$ cat config.mk
export PLATFORM = sky130hd
export DESIGN_NAME = inst_fetcher
export DESIGN_NICKNAME = d
export VERILOG_FILES = /design/src/rtl/inst_fetcher.sv
export SDC_FILE = /design/constraint.sdc
export NUM_CORES = 1
export LEC_CHECK = 0
export BUFFER_PORTS_ARGS = -buffer_cell sky130_fd_sc_hd__buf_2
export CAP_MARGIN = 25
export CORE_MARGIN = 4
export CORE_UTILIZATION = 50
export CTS_CLUSTER_SIZE = 16
export DETAILED_ROUTE_END_ITERATION = 16
export GPL_TIMING_DRIVEN = 0
export PLACE_DENSITY = 0.71
export SLEW_MARGIN = 0
export SYNTH_ARGS = -nofsm -noshare
export SYNTH_HDL_FRONTEND = slang
export SYNTH_SLANG_ARGS = --single-unit
$ cat constraint.sdc
create_clock -name clk -period 2.9 [get_ports clk]
set_input_delay 0.145 -clock clk [delete_from_list [all_inputs] [get_ports clk]]
set_output_delay 0.145 -clock clk [all_outputs]
set_load 0.02 [all_outputs]
$ cat src/rtl/inst_fetcher.sv
// Instruction fetch front end: issues in-order reads on the memory request port, buffers
// returned words tagged with their PC, and hands them to decode; flush redirects and squashes.
module inst_fetcher #(
    parameter int          ADDR_WIDTH = 16,
    parameter int          FIFO_DEPTH = 4,
    parameter logic [31:0] RESET_PC   = 32'h0
) (
    input  logic                  clk,
    input  logic                  rst,
    input  logic                  flush_valid,
    input  logic [31:0]           flush_pc,
    output logic                  o_valid,
    input  logic                  o_ready,
    output logic [31:0]           o_pc,
    output logic [31:0]           o_inst,
    input  logic                  membus_ready,
    output logic                  membus_valid,
    output logic                  membus_wen,
    output logic [ADDR_WIDTH-1:0] membus_addr,
    output logic [31:0]           membus_wdata,
    output logic [3:0]            membus_wmask,
    input  logic                  membus_rvalid,
    input  logic [31:0]           membus_rdata
);
    localparam int PW = $clog2(FIFO_DEPTH);
    localparam int CW = $clog2(FIFO_DEPTH + 1);

    logic [31:0]   r_fetch_pc;
    logic [31:0]   r_resp_pc;
    logic [CW-1:0] r_inflight;
    logic [CW-1:0] r_discard;
    logic [CW-1:0] r_count;
    logic [PW-1:0] r_head;
    logic [PW-1:0] r_tail;
    logic [31:0]   r_fifo_pc   [FIFO_DEPTH];
    logic [31:0]   r_fifo_inst [FIFO_DEPTH];

    logic          w_issue;
    logic          w_accept;
    logic          w_rsp;
    logic          w_push;
    logic          w_pop;
    logic [CW:0]   w_occupancy;
    logic [31:0]   w_flush_pc;

    // Buffered plus outstanding entries; keeping this below depth makes overflow impossible.
    assign w_occupancy = {1'b0, r_count} + {1'b0, r_inflight};
    assign w_issue     = !rst && !flush_valid && membus_ready
                         && (w_occupancy < (CW+1)'(FIFO_DEPTH));
    assign w_accept    = w_issue && membus_ready;
    // A response with nothing outstanding is a leftover from before reset and is ignored.
    assign w_rsp       = membus_rvalid && (r_inflight != '0);
    assign w_push      = w_rsp && (r_discard == '0) && !flush_valid;
    assign w_pop       = o_valid && o_ready && !flush_valid;
    assign w_flush_pc  = flush_pc & 32'hFFFF_FFFC;

    assign membus_valid = w_issue;
    assign membus_wen   = 1'b0;
    assign membus_wdata = 32'h0;
    assign membus_wmask = 4'h0;
    assign membus_addr  = r_fetch_pc[ADDR_WIDTH+1:2];

    assign o_valid = !rst && (r_count != '0);
    assign o_pc    = r_fifo_pc[r_head];
    assign o_inst  = r_fifo_inst[r_head];

    always_ff @(posedge clk) begin
        if (rst) begin
            r_fetch_pc <= RESET_PC;
            r_resp_pc  <= RESET_PC;
            r_inflight <= '0;
            r_discard  <= '0;
            r_count    <= '0;
            r_head     <= '0;
            r_tail     <= '0;
        end else begin
            r_inflight <= r_inflight + CW'(w_accept) - CW'(w_rsp);
            if (flush_valid) begin
                // Everything still outstanding after this cycle belongs to the old stream.
                r_fetch_pc <= w_flush_pc;
                r_resp_pc  <= w_flush_pc;
                r_discard  <= r_inflight - CW'(w_rsp);
                r_count    <= '0;
                r_head     <= '0;
                r_tail     <= '0;
            end else begin
                if (w_accept) begin
                    r_fetch_pc <= r_fetch_pc + 32'd4;
                end
                if (w_rsp && (r_discard != '0)) begin
                    r_discard <= r_discard - CW'(1);
                end
                if (w_push) begin
                    r_resp_pc <= r_resp_pc + 32'd4;
                    r_tail    <= r_tail + PW'(1);
                end
                if (w_pop) begin
                    r_head <= r_head + PW'(1);
                end
                case ({w_push, w_pop})
                    2'b10:   r_count <= r_count + CW'(1);
                    2'b01:   r_count <= r_count - CW'(1);
                    default: r_count <= r_count;
                endcase
            end
        end
    end

    // Entry storage carries no reset; contents are only observed while o_valid is high.
    always_ff @(posedge clk) begin
        if (w_push) begin
            r_fifo_pc[r_tail]   <= r_resp_pc;
            r_fifo_inst[r_tail] <= membus_rdata;
        end
    end

endmodule

Yosys cells after proc, flatten, opt, wreduce, memory -nomap -nowiden:

Memories as Yosys holds them, arrays and structs flattened. A register that Yosys moved wholly into a read port is not among the register bits.
Cells that the tools add are included.

* add/subtract/negate cells: 11
* multiply operators: 0
* divide/modulo/power cells: 0
* magnitude comparators: 1
* equality and inequality tests: 2
* shifts and indexed selects: 0
* muxes and demuxes: 13
* bitwise gates (word level): 0
* reduce and logical (&&, ||, !) cells: 22

Operator list (count)
* 32-bit two-way mux: 4
* 32-bit by 3-bit adder with 32-bit output (second input constant): 2
* 1-bit logical AND: 11
* 3-bit nonzero test: 3
* 2-bit two-way mux: 4
* 2-bit nonzero test: 4
* 3-bit two-way mux: 2
* 3-bit case mux with 2 select lines: 1
* 3-bit by 1-bit subtractor with 3-bit output: 2
* 3-bit by 1-bit subtractor with 3-bit output (second input constant): 2
* 2-bit by 1-bit adder with 2-bit output (second input constant): 2
* 3-bit by 3-bit adder with 4-bit output: 1
* 4-bit by 3-bit < comparator with 1-bit output (second input constant): 1
* 3-bit by 1-bit adder with 3-bit output: 1
* 3-bit by 1-bit adder with 3-bit output (second input constant): 1
* 3-bit logical NOT: 1
* 2-bit by 1-bit equality test with 1-bit output (second input constant): 1
* 2-bit equality test (second input constant): 1
* 1-bit logical NOT: 2
* 1-bit two-way mux: 2
* 2-bit OR reduction: 1

* bits in registers: 77
* bits in latches: 0
* RAM bits: 256
* ROM bits: 0
* bits of input ports: 70
* output and inout port bits: 119
* logic and storage cells: 60
* memories kept: 2

Memory list
* r_fifo_inst: words 4, width 32, read ports 1, clocked after memory_dff 1, write ports 1, line 36 `logic [31:0] r_fifo_inst [FIFO_DEPTH];`
* r_fifo_pc: words 4, width 32, read ports 1, clocked after memory_dff 1, write ports 1, line 35 `logic [31:0] r_fifo_pc [FIFO_DEPTH];`

Longest topological paths before layout:

Gate-level depths: netlist of the first run.

* depth in word-level cells: 7
* gate-level depth with buffers: 13

Worst setup path after synthesis of the first run:

OpenSTA, ideal clock, no wires.

* kind: register to register
* from: reg r_discard[0]
* to: mem r_fifo_inst[0][0], enable pin
* setup time: 0.427 ns
* arrival: 2.571 ns
* required time: 2.473 ns
* path slack: -0.098 ns
* cell stages (with the launch flop): 6
* buffers on the path: 0
* clock period less this slack: 2.998 ns
* cells stage by stage: dfxtp_1 -> inv_1 -> ha_1 -> nand3b_1 -> nor2_1 -> and3_1

* cells in the longest elaborated chain, start to end: 5

Ends and longest elaborated chain
* from (decl): line 31 `logic [CW-1:0] r_discard;`
* from (signal assigned): line 82 `r_discard <= r_inflight - CW'(w_rsp);`
* from (signal assigned): line 91 `r_discard <= r_discard - CW'(1);`
* 3-bit logical NOT: line 53 `assign w_push = w_rsp && (r_discard == '0) && !flush_valid;`
* 1-bit logical AND (2 in a row): line 53
* 1-bit two-way mux: line 111 `if (w_push) begin`
* 1-bit two-way mux (not written as such): line 113 `r_fifo_inst[r_tail] <= membus_rdata;`
* to (decl): line 36

No other way between the ends.

Final worst setup path of the first run:

* from: reg r_inflight[2]
* to: reg r_inflight[2]

* cells in the longest elaborated chain, start to end: 6
* elaborated cells between the ends (all ways): 8
* classes of those cells: 3 x add/sub; 1 x order compare; 4 x reduce/logical

Ends and longest elaborated chain
* from (decl): line 30 `logic [CW-1:0] r_inflight;`
* from (signal assigned): line 77 `r_inflight <= r_inflight + CW'(w_accept) - CW'(w_rsp);`
* 3-bit by 3-bit adder with 4-bit output: line 47 `assign w_occupancy = {1'b0, r_count} + {1'b0, r_inflight};`
* 4-bit by 3-bit < comparator with 1-bit output: line 49 `&& (w_occupancy < (CW+1)'(FIFO_DEPTH));`
* 1-bit logical AND: line 49
* 1-bit logical AND: line 50 `assign w_accept = w_issue && membus_ready;`
* 3-bit by 1-bit adder with 3-bit output: line 77
* 3-bit by 1-bit subtractor with 3-bit output *: line 77

Mark *: on every way between the ends. The rest lies on a longest branch, timed or not.
A chain may end at the register's enable or synchronous reset.

==> impl_metrics.csv, run 1 <==
group,metric,value,unit
run_status,outcome,"complete, no violations",
layout,drive_gt1_share,31.0,%
synthesis,synth_area_leader_cell,"edfxtp_1",
synthesis,synth_cell_types,54,
timing,finalSetupViolations,0,
cts,cts-root-buf,"clkbuf_16",
cts,post_cts_buffers,0,
timing,setup_slack,0.232,ns
power,powerDensity,663,mW/mm^2
min_path,hold_path_class,"input port to flop",
placement,dp_worst_setup_slack,-0.0595,ns
timing,fin_crit_sh,92.0,%
layout,multiInputGateArea,0.00358,sq mm
cts,clk_path_buf_depth,3,
synthesis,netlist.area_leader.share,59.0,%
route,first_pass_iters,4,
route,routed_wl,26.8,mm
route,route.vias.total,7522,
synthesis,synth_compound_area_share,4.11,%
grt,antenna_found_initial,0,
timing,fin_setup_tns,0,ns
placement,place.port_buffers,145,
placement,place_hpwl,17.4,mm
placement,place.gp.congestion,0.876,
grt,grtUsageTotal,19.0,%
power,ir_drop,0.000467,V
timing,rsz0062_at_grt,"false",
synthesis,synthMuxAreaShare,11.4,%
route,drc,0,
cts,htreeDepth,1,
route,ant_nets,0,
floorplan,die_y,167,um
placement,dp.cells,1289,
floorplan,dieArea,0.0279,sq mm
critical_path,cp_max_fo,9,
timing,worstMarginPinSlew,0.722,ns
critical_path,cp.arrival,3.09,ns
critical_path,crit_required,3.32,ns
timing,final_hold_viol_count,0,
synthesis,ys.flop_type,"edfxtp_1",
cts,cts-buffers-inserted,30,
power,seq_power_share,49.4,%
synthesis,synth-seq-cells,309,
layout,fill_cells,1772,
run,cap_violations,0,
grt,grt_pass1_wl,42.5,mm
route,avgViaCountPerCell,5.35,
synthesis,synthAdderAreaFrac,1.80,%
timing,fmax,375,MHz
layout,syn2layout_area_growth,24.6,%
power,switchingPower,2.42,mW
timing,period_needed,2.67,ns
synthesis,yosysSeqAreaShare,68.6,%
synthesis,synthCells,778,
grt,grt_pass1_vias,7619,
cts,clock_latency,0.55,ns
floorplan,pin_count,189,
floorplan,die_w,167,um
cts,clock-sinks,309,
synthesis,yosys.area_share.simple,7.17,%
power,p_leak,5.55,nW
timing,relSlewSlack,51.7,%
synthesis,synthTopCellsByArea,"edfxtp_1, mux4_2, dfxtp_1",
grt,grt_max_degree,51,
cts,cts_tree,"built",
power,swShare,23.2,%
power,p_clk_share,39.7,%
layout,antenna_cells,0,
floorplan,initial_core_util,51.3,%
timing,finalClockSkew,0.0124,ns
synthesis,synth_xor_xnor_area_share,2.57,%
synthesis,synth_edf_count,248,
timing,finalMaxSlewViolations,0,
route,wl_per_cell,19.1,um
critical_path,worstSetupEndpointType,"flop",
synthesis,ys_async_sr_fraction,0,%
grt,grt_overflow_total,0,
floorplan,core,0.0246,sq mm
critical_path,crit_path_start_kind,"flop",
synthesis,synth_top_family_by_area,"multiplexers",
power,power_frac_comb,10.8,%
floorplan,placement_rows,57,
layout,nNetsFinal,1144,
layout,fin_cells,1405,
layout,register_area,0.00867,sq mm
cts,clk_pin_slew,0.06,ns
synthesis,syn_area_per_cell,16.2,sq um
synthesis,syn_area,0.0126,sq mm
route,first_iter_violations,653,
synthesis,yosys_warnings,0,
power,p_int,8.01,mW
power,power,10.4,mW
critical_path,critical_path_class,"flop to flop",
## synth_stat cells (8+ instances only)
library cell and instances:
a21oi_1 21, inv_1 24, dfxtp_1 61, nand3_1 17, xnor2_1 26, buf_4 39, nor3_1 14, mux4_2 62
nand2_1 41, ha_1 15, a211oi_1 17, clkbuf_1 24, xor2_1 11, buf_2 8, and3_1 8, o21ai_0 9
edfxtp_1 248, nor2_1 40
## what timing repair did
action                     4_1_cts  5_1_grt
pin swaps                        0        0
hold buffers                    61        0
setup endpoints to repair        1        5
hold endpoints to repair       172        0
resized for setup                1        3
## layout by cell type, fill, tap and decap left out, drive strengths merged, types with 7 or more instances in the layout
master	count
xor2	11
conb	39
dfxtp	61
ha	15
mux4	62
a31oi	7
nor2	40
buf	200
xnor2	26
and3	8
nor4	11
edfxtp	248
dlygate4sd3	61
nor3	17
a211oi	18
nand4	8
clkbuf	62
clkinv	10
and4	7
o21ai	9
inv	26
nand2	41
a21oi	21
nand3	17
## registers in the layout, summed over array words and instances (netlist names), named ones only
name and flops:
r_inflight 3, r_fetch_pc 16, r_tail 2, r_discard 3
r_count 3, r_fifo_pc 120, r_fifo_inst 128, r_resp_pc 30
r_head 2
## critical path: stages (launching register included)
cell and delay [ns]:
dfxtp_2 0.36, ha_1 0.29, nor2_1 0.08, and4_1 0.20
clkbuf_1 0.26, inv_4 0.11, ha_1 0.29, inv_1 0.06
ha_1 0.13, inv_1 0.05, fa_1 0.37, xor2_1 0.17
xnor2_1 0.13, nor2_1 0.05
## power by group through the flow
stage,registers [mW],clock network [mW],logic [mW]
finish,5.15,4.15,1.13
global route,5.18,4.45,1.24
CTS,5.15,4.22,1.13
detailed placement,5.24,0,1.07
global placement,5.24,0,1.03
floorplan,5.22,0,0.712
## kinds of logic (layout without fill, tap and decap cells)
kind of cell    count (synthesis)  count (layout)
other cells                     1              39
xor+xnor                       37              37
fa+ha+maj                      17              17
simple gates                  170             170
flops                         309             309
mux                            66              66
buf+inv                       100             365
compound gates                 78              78
## layer usage
layer / vias to the layer above / GRT usage (%) / part of all wire [%]
met1: 3714 / 27.3 / 44
met3: 41 / 2.77 / 5.9
met2: 270 / 31.4 / 48
met4: 0 / 4.20 / 1.8
li1: 3497 / - / -
met5: - / 0 / 0
## final timing paths
kind | start | slack (ns) | depth (start not counted) | end
min reg2reg | r_tail[1]$_SDFFE_PP0P_ | 0.50 | 2 | r_tail[1]$_SDFFE_PP0P_
max | r_inflight[2]$_SDFF_PP0_ | 0.23 | 13 | r_inflight[2]$_SDFF_PP0_
max reg2reg | r_inflight[2]$_SDFF_PP0_ | 0.23 | 13 | r_inflight[2]$_SDFF_PP0_
min | flush_pc[4] | 0.005 | 4 | r_resp_pc[4]$_SDFFE_PP0P_
## stage by stage
step / util [%] / hold WS [ns] / area, sq um
6_report: 64.0 / 0.00523 / 15700
3_3_place_gp: 56.5 / 0.359 / 13900
3_5_place_dp: 57.0 / 0.365 / 14000
2_1_floorplan: - / 0.244 / 12800
5_1_grt: 64.0 / 0.0265 / 15700
4_1_cts: 64.0 / 0.00239 / 15700
## cell type report
type	instances	area share [%]
Inverter	25	0.612
Clock inverter	17	1.30
Clock buffer	39	5.64
Sequential cell	309	55.1
Multi-Input combinational cell	407	22.8
Timing Repair Buffer	210	9.19
Tap cell	324	2.58
Buffer	74	2.81
No activity file was read; power rests on OpenSTA's default activity.
==> run 2: changes to the inputs <==
--- a/config.mk
+++ b/config.mk
@@ -12,6 +12,7 @@
 export CTS_CLUSTER_SIZE = 16
 export DETAILED_ROUTE_END_ITERATION = 16
 export GPL_TIMING_DRIVEN = 0
+export MAX_ROUTING_LAYER = met4
 export PLACE_DENSITY = 0.71
 export SLEW_MARGIN = 0
 export SYNTH_ARGS = -nofsm -noshare
==> run 2 against run 1 <==
Sequential share of layout area unchanged. Global-route usage increased by 0.58 points. Design area unchanged. Fmax decreased by 0.14%. Highest routed layer unchanged. Count of clock-buffer cells in the layout unchanged. Worst setup slack got worse by 0.0037 ns. Critical path type unchanged.
==> impl_metrics.csv, run 2 (synthesized netlist as in run 1, its figures left out) <==
group,metric,value,unit
run_status,outcome,"complete, no violations",
grt,met1_usage,27.4,%
floorplan,placement_rows,57,
min_path,hold_path_class,"input port to flop",
power,powerDensity,663,mW/mm^2
route,ant_nets,0,
placement,place_hpwl,17.4,mm
cts,clock_latency,0.56,ns
cts,cts-buffers-inserted,30,
critical_path,r2r_end,"r_inflight[2]$_SDFF_PP0_",
critical_path,r2r_cells,13,
layout,final_core_util,64.0,%
route,route.vias.total,7492,
route,wl_per_cell,19.0,um
timing,finalClockSkew,0.0174,ns
grt,grt_use_met2,31.4,%
layout,layout_common_cells,"edfxtp_1, buf_2, mux4_2",
route,first_pass_iters,5,
critical_path,cp_max_fo,9,
timing,rsz0062_at_grt,"false",
critical_path,cp.arrival,3.09,ns
grt,grt_pass1_wl,42.5,mm
layout,syn2layout_area_growth,24.6,%
cts,htreeDepth,1,
timing,fmax,374,MHz
grt,grt_max_degree,51,
critical_path,rrSetupSlack,0.23,ns
critical_path,max_stage_delay,0.37,ns
layout,largest_reg_flops,128,
layout,regMostFlops,"r_fifo_inst",
critical_path,crit_path_start_kind,"flop",
layout,drive_gt1_share,31.0,%
critical_path,critical_path_class,"flop to flop",
timing,whs,0.00433,ns
layout,largestRegisters,"r_fifo_inst (128), r_fifo_pc (120), r_resp_pc (30)",
floorplan,die_w,167,um
grt,grtUsageMet3,2.58,%
min_path,min-delay-start,"flush_pc[4]",
critical_path,worstSetupEndpointType,"flop",
layout,antenna_cells,0,
timing,finalMaxSlewViolations,0,
timing,finalSetupViolations,0,
layout,fin_area,0.0157,sq mm
grt,grtUsageTotal,19.6,%
route,first_iter_violations,655,
critical_path,slowest_stage,"fa_1",
min_path,hold_end,"r_resp_pc[4]$_SDFFE_PP0P_",
power,p_leak,5.55,nW
critical_path,r2r_start,"r_inflight[1]$_SDFF_PP0_",
grt,top_usage_layer,"met2",
placement,place_area,0.0140,sq mm
floorplan,core,0.0246,sq mm
timing,fin_crit_sh,92.1,%
layout,nNetsFinal,1144,
critical_path,cp_cell_sequence,"ha_1, nand3_1, and4_1, clkbuf_1, inv_4, ha_1, inv_1, ha_1, inv_1, fa_1, xor2_1, xnor2_1, nor2_1",
grt,antenna_found_initial,0,
route,drc,0,
layout,mostFrequentLayoutCell,"edfxtp_1",
placement,dp.cells,1289,
route,avgViaCountPerCell,5.33,
timing,worstMarginPinSlew,0.715,ns
floorplan,die_y,167,um
floorplan,initial_core_util,51.3,%
floorplan,dieArea,0.0279,sq mm
placement,place.port_buffers,145,
run,cap_violations,0,
grt,grt_overflow_total,0,
floorplan,pin_count,189,
cts,clk_path_buf_depth,3,
cts,cts-root-buf,"clkbuf_16",
timing,period_needed,2.67,ns
grt,grt_pass1_vias,7623,
cts,clk_pin_slew,0.07,ns
timing,final_hold_viol_count,0,
timing,setup_slack,0.228,ns
placement,dp_worst_setup_slack,-0.0595,ns
route,routed_wl,26.7,mm
power,ir_drop,0.000467,V
min_path,whs_path_depth,4,
cts,cts_tree,"built",
critical_path,cpMostUsedCell,"ha_1",
cts,clock-sinks,309,
critical_path,crit_required,3.32,ns
layout,fin_cells,1405,
placement,place.gp.congestion,0.891,
timing,relSlewSlack,52.2,%
run 2: cell counts in the layout (fill, tap and decap cells not counted):
Identical to the previous run, type by type.
run 2: layer usage:
metal	wire (um)	vias to the layer above
met4	495	0
met1	11500	3659
met3	1760	40
met2	12900	288
li1	-	3505
met5	0	-
run 2: critical path, delay by kind of cell (launching register included):
family / cells / cell delay [ns]
xor gates and xnor gates: 2 / 0.30
adders and majority gates: 4 / 1.08
buffers and inverters: 4 / 0.49
DFF: 1 / 0.36
and+or+nand+nor: 3 / 0.32
run 2: stage by stage:
stage | TNS [ns] | power [mW]
floorplan | 0 | 5.93
global placement | -112.91 | 6.27
detailed placement | -0.0595 | 6.31
CTS | 0 | 10.5
global route | 0 | 10.9
finish | 0 | 10.4
run 2: layout make-up:
cell class / instances / area [sq um]
Fill cell: 1772 / 8870
Sequential cell: 309 / 8670
Multi-Input combinational cell: 407 / 3580
Timing Repair Buffer: 210 / 1450
Clock buffer: 39 / 888
Buffer: 74 / 442
Tap cell: 324 / 405
Clock inverter: 17 / 204
Inverter: 25 / 96.3
run 2: power by group:
part           leakage, nW  internal, mW  total [mW]  switching (mW)
Combinational         2.26         0.478        1.13           0.651
Clock                0.539          2.52        4.15            1.63
Sequential            2.76          5.01        5.15           0.142
run 2: how the worst max path moves through the flow:
stage | from | endpoint | slack, ns | depth (start not counted)
final | r_inflight[1]$_SDFF_PP0_ | r_inflight[2]$_SDFF_PP0_ | 0.23 | 13
after detailed placement | r_inflight[1]$_SDFF_PP0_ | r_inflight[2]$_SDFF_PP0_ | -0.06 | 13
after global placement | flush_valid | r_fifo_inst[1][1]$_DFFE_PP_ | -0.47 | 5
after global routing | r_count[1]$_SDFFE_PP0P_ | r_inflight[2]$_SDFF_PP0_ | 0.03 | 13
after CTS | r_inflight[1]$_SDFF_PP0_ | r_inflight[2]$_SDFF_PP0_ | 0.07 | 13
after floorplan | r_inflight[1]$_SDFF_PP0_ | r_inflight[2]$_SDFF_PP0_ | 0.30 | 13
run 2: what timing repair did:
| item | 4_1_cts | 5_1_grt |
|---|---|---|
| resized for setup | 1 | 3 |
| hold buffers | 61 | 0 |
| setup buffers | 0 | 0 |
| endpoints found under the hold margin | 172 | 0 |
| endpoints found under the setup margin | 1 | 5 |
